===== config.mk =====
export PLATFORM = sky130hd
export DESIGN_NAME = demultiplexor_tdm_1a4
export DESIGN_NICKNAME = d
export VERILOG_FILES = /design/src/rtl/demultiplexor_tdm_1a4.sv
export SDC_FILE = /design/constraint.sdc
export NUM_CORES = 1
export LEC_CHECK = 0
export ABC_AREA = 1
export CAP_MARGIN = 20
export CORE_MARGIN = 1.5
export CORE_UTILIZATION = 45
export DETAILED_ROUTE_END_ITERATION = 7
export PLACE_DENSITY = 0.8
export SYNTH_ARGS = -nofsm -noshare
export SYNTH_HDL_FRONTEND = slang
export SYNTH_SLANG_ARGS = --single-unit

===== constraint.sdc =====
create_clock -name clk -period 1.7 [get_ports clk]
set_clock_uncertainty 0.05 [all_clocks]
set_input_delay 0.255 -clock clk [delete_from_list [all_inputs] [get_ports clk]]
set_output_delay 0.255 -clock clk [all_outputs]
set_load 0.01 [all_outputs]

===== src/rtl/demultiplexor_tdm_1a4.sv =====
// Receive side of a 4-slot TDM link: hunts for the slot-0 sync marker, stages slots 0..2,
// and publishes a full frame on A..D when slot 3 arrives. Framing errors are flagged.
module demultiplexor_tdm_1a4 #(
    parameter int unsigned WIDTH = 3
) (
    input  logic             clk,
    input  logic             rst_n,
    input  logic [WIDTH-1:0] Entrada,
    input  logic             Valido,
    input  logic             Sincronia,
    output logic [WIDTH-1:0] A,
    output logic [WIDTH-1:0] B,
    output logic [WIDTH-1:0] C,
    output logic [WIDTH-1:0] D,
    output logic [1:0]       Selector,
    output logic             Trama_valida,
    output logic             Error_sync
);

    localparam int unsigned SEL_W = 2;

    typedef enum logic {
        BUSCAR  = 1'b0,
        RECIBIR = 1'b1
    } state_t;

    state_t             r_state, w_state_nxt;
    logic [SEL_W-1:0]   r_sel, w_sel_nxt;
    logic [WIDTH-1:0]   r_stg0, r_stg1, r_stg2;
    logic [WIDTH-1:0]   w_stg0_nxt, w_stg1_nxt, w_stg2_nxt;
    logic [WIDTH-1:0]   r_a, r_b, r_c, r_d;
    logic [WIDTH-1:0]   w_a_nxt, w_b_nxt, w_c_nxt, w_d_nxt;
    logic               r_trama, w_trama_nxt;
    logic               r_err, w_err_nxt;

    // State, staging and output registers
    always_ff @(posedge clk) begin
        if (!rst_n) begin
            r_state <= BUSCAR;
            r_sel   <= '0;
            r_stg0  <= '0;
            r_stg1  <= '0;
            r_stg2  <= '0;
            r_a     <= '0;
            r_b     <= '0;
            r_c     <= '0;
            r_d     <= '0;
            r_trama <= 1'b0;
            r_err   <= 1'b0;
        end else begin
            r_state <= w_state_nxt;
            r_sel   <= w_sel_nxt;
            r_stg0  <= w_stg0_nxt;
            r_stg1  <= w_stg1_nxt;
            r_stg2  <= w_stg2_nxt;
            r_a     <= w_a_nxt;
            r_b     <= w_b_nxt;
            r_c     <= w_c_nxt;
            r_d     <= w_d_nxt;
            r_trama <= w_trama_nxt;
            r_err   <= w_err_nxt;
        end
    end

    // Next-state and next-output logic; invalid cycles hold everything and drop pulses
    always_comb begin
        w_state_nxt = r_state;
        w_sel_nxt   = r_sel;
        w_stg0_nxt  = r_stg0;
        w_stg1_nxt  = r_stg1;
        w_stg2_nxt  = r_stg2;
        w_a_nxt     = r_a;
        w_b_nxt     = r_b;
        w_c_nxt     = r_c;
        w_d_nxt     = r_d;
        w_trama_nxt = 1'b0;
        w_err_nxt   = 1'b0;

        if (Valido) begin
            case (r_state)
                BUSCAR: begin
                    if (Sincronia) begin
                        w_stg0_nxt  = Entrada;
                        w_sel_nxt   = SEL_W'(1);
                        w_state_nxt = RECIBIR;
                    end
                end
                RECIBIR: begin
                    if (Sincronia) begin
                        // A sync mid-frame aborts the partial frame but still starts a new one
                        w_err_nxt  = (r_sel != '0);
                        w_stg0_nxt = Entrada;
                        w_sel_nxt  = SEL_W'(1);
                    end else begin
                        case (r_sel)
                            2'd0: begin
                                w_err_nxt   = 1'b1;
                                w_sel_nxt   = '0;
                                w_state_nxt = BUSCAR;
                            end
                            2'd1: begin
                                w_stg1_nxt = Entrada;
                                w_sel_nxt  = r_sel + SEL_W'(1);
                            end
                            2'd2: begin
                                w_stg2_nxt = Entrada;
                                w_sel_nxt  = r_sel + SEL_W'(1);
                            end
                            default: begin
                                w_a_nxt     = r_stg0;
                                w_b_nxt     = r_stg1;
                                w_c_nxt     = r_stg2;
                                w_d_nxt     = Entrada;
                                w_trama_nxt = 1'b1;
                                w_sel_nxt   = '0;
                            end
                        endcase
                    end
                end
                default: begin
                    w_state_nxt = BUSCAR;
                    w_sel_nxt   = '0;
                end
            endcase
        end
    end

    assign A            = r_a;
    assign B            = r_b;
    assign C            = r_c;
    assign D            = r_d;
    assign Selector     = r_sel;
    assign Trama_valida = r_trama;
    assign Error_sync   = r_err;

endmodule


==> results of run 1 <==
[kinds of logic (layout without fill, tap and decap cells)]
| family | count (synthesis) | count (layout) | synth area share [%] |
|---|---|---|---|
| buffers and inverters | 26 | 50 | 10.4 |
| AOI/OAI and AO/OA | 8 | 8 | 3.48 |
| adders and majority gates | 6 | 6 | 6.52 |
| DFF | 26 | 26 | 45.2 |
| and+or+nand+nor | 94 | 94 | 34.3 |
[per-layer routing]
layer	global-route usage (%)	wire [µm]	vias to the layer above
li1	-	-	540
met1	19.8	963	441
met2	32.5	1110	31
met3	2.50	136	4
met4	6.41	24	0
met5	0	0	-
[worst max-delay path by stage]
stage,startpoint,endpoint,cells past startpoint
floorplan,Selector[1],A[0],7
global placement,Sincronia,Error_sync,4
detailed placement,Sincronia,Error_sync,4
CTS,Selector[1],Selector[1],1
global route,Selector[0],Selector[0],1
finish,Selector[0],Selector[0],1
[metrics by stage]
stage	cells	area, µm²
2_1_floorplan	160	1150
3_3_place_gp	210	1410
3_5_place_dp	210	1410
4_1_cts	214	1460
5_1_grt	214	1460
6_report	214	1460
[power by group]
part	internal (mW)	switching [mW]	total, mW
combinational	0.0437	0.0579	0.102
sequential	0.620	0.00560	0.625
clock	0.239	0.184	0.423
[tightest hold or removal path: cells and delay by family, from the launching register on]
| kind | cells | cell delay (ns) |
|---|---|---|
| DFF | 1 | 0.32 |
| buffers and inverters | 1 | 0.06 |
| AOI/OAI and AO/OA | 1 | 0.06 |
[placed cells by master (no fill, tap or decap), types with 5 or more instances in the layout]
master	n
nor2_1	43
dfxtp_1	25
nand2_1	24
clkdlybuf4s50_1	22
nand3_1	21
inv_1	19
ha_1	6
a21oi_1	5
[area by class of cell]
| type | count | area share [%] |
|---|---|---|
| well taps | 30 | 2.57 |
| clock inverters | 1 | 2.06 |
| flip-flops and latches | 26 | 35.7 |
| repair buffers | 26 | 18.0 |
| inverters | 20 | 5.14 |
| multi-input cells | 108 | 35.0 |
| clock buffers | 3 | 1.54 |
[what timing repair did]
action,4_1_cts,5_1_grt
resized for setup,0,1
hold buffers,0,0
endpoints found under the setup margin,0,1
[flip-flops by register name (all words and copies together) (netlist names)]
| register | flops |
|---|---|
| A | 3 |
| B | 3 |
| C | 3 |
| D | 3 |
| r_stg0 | 3 |
| r_stg1 | 3 |
| r_stg2 | 3 |
| Selector | 2 |
| Error_sync | 1 |
| Trama_valida | 1 |
| r_state | 1 |
==> flow_summary.toml, run 1 <==
[clock_tree]
ctsLongestPathBuffers = 2
post_cts_buffers = 0
clk_pin_slew_ns = 0.13
cts_sinks = 26
clk_latency_ns = 0.33
htreeDepth = 1
cts_buffers = 3
clockRootBuffer = "clkbuf_4"
cts_tree = "yes"

[synthesis]
synth_most_common_cell = "nor2_1"
netlist-cell-type-count = 15
syn_nets = 173
async_flop_share_pct = 0
synth.yosys.warnings = 0
ys_seq_elements = 26
synthCells = 160
synth_flop_cell = "dfxtp_1"
avgSynthCellArea_um2 = 7.19
synth_top_area_cell = "dfxtp_1"
netlist_area_um2 = 1150
synth-seq-area-share_pct = 45.2
yosys-top-cells-area = "dfxtp_1, nor2_1, nand3_1"
netlist_top_cells_count = "nor2_1, dfxtp_1, nand2_1, nand3_1, inv_1"
synth_edf_count = 0
netlist.area_leader.share_pct = 45.2

[global_routing]
grt_pass1_wl_mm = 3.66
antenna_found_initial = 0
grt_pass1_vias = 904
grt_usage_pct = 17.4
gr-total-overflow = 0
grt_max_degree = 21

[detailed_routing]
ant_nets = 0
drc_errors = 0
wirelength_mm = 2.24
dr.first_iter.drc_count = 13
routed_via_density = 4.75
wl_per_cell_um = 10.4
vias = 1016
firstDrtPassIters = 4

[floorplanning]
die_w_um = 53.6
start_util_pct = 46.9
io_pins = 23
rows = 18
core_area_um2 = 2450
die_area_um2 = 2870
die_h_um = 53.6

[worst_setup_path]
worst_ep_arrival_time_ns = 1.28
slowest_stage = "clkdlybuf4s50_1"
path_buf_inv = 1
r2r_start = "Selector[0]"
cp_cell_sequence = "clkdlybuf4s50_1"
r2r_setup_slack_ns = 0.39
crit_family = "buffers and inverters"
reg2reg_to = "Error_sync"
critPathRequiredTime_ns = 1.39
end_kind = "primary output"
reg2reg_depth = 4
crit_type = "register to primary output"
critical-path-max-stage-delay_ns = 0.56
cp_max_fo = 4
start_kind = "register"

[cells_and_area]
regArea_um2 = 522
diodes = 0
final_util_pct = 59.5
fin_nets = 198
syn_to_final_growth_pct = 26.8
multi_input_area_um2 = 510
fillCellCount = 246
drive_gt1_share_pct = 7.07

[timing]
tns_ns = 0
drv_slew = 0
setup_viol_count_final = 0
hold_viol_final = 0
relSlewSlack_pct = 70.1
fmax_mhz = 629
fin_crit_sh_pct = 93.5
tightest_slew_ns = 0.447
fin_ws_ns = 0.110
finalCriticalPeriod_ns = 1.59
rsz0062_at_grt = "no"
worst_hold_slack_ns = 0.422

[hold_path]
hp-start = "r_stg0[0]"
hp-class = "register to register"
hold_end = "r_stg0[0]"
holdPathStages = 2

[pwr]
power_mw = 1.15
ir_drop_mv = 0.571
power.leakage_nw = 0.591
cellPowerDensity_nw_per_um2 = 787

[placed_design]
gp_congestion = 0.784
port_buffers = 22
hpwlAfterDp_mm = 1.70
pre_cts_ws_ns = 0.0636

[job]
max_cap_violations = 0

[status]
status = "finished, final reports clean"
Power figures use the tool's default switching activity.
==> inputs of run 2 (changes only) <==
Settings changed: CAP_MARGIN 20 to 30.
==> results of run 2 <==
Final layout, timing and power as in run 1 (identical DEF).
==> inputs of run 3 (changes only) <==
Settings changed: CAP_MARGIN 30 to 15.
==> results of run 3 <==
Final layout, timing and power as in run 1 (identical DEF).
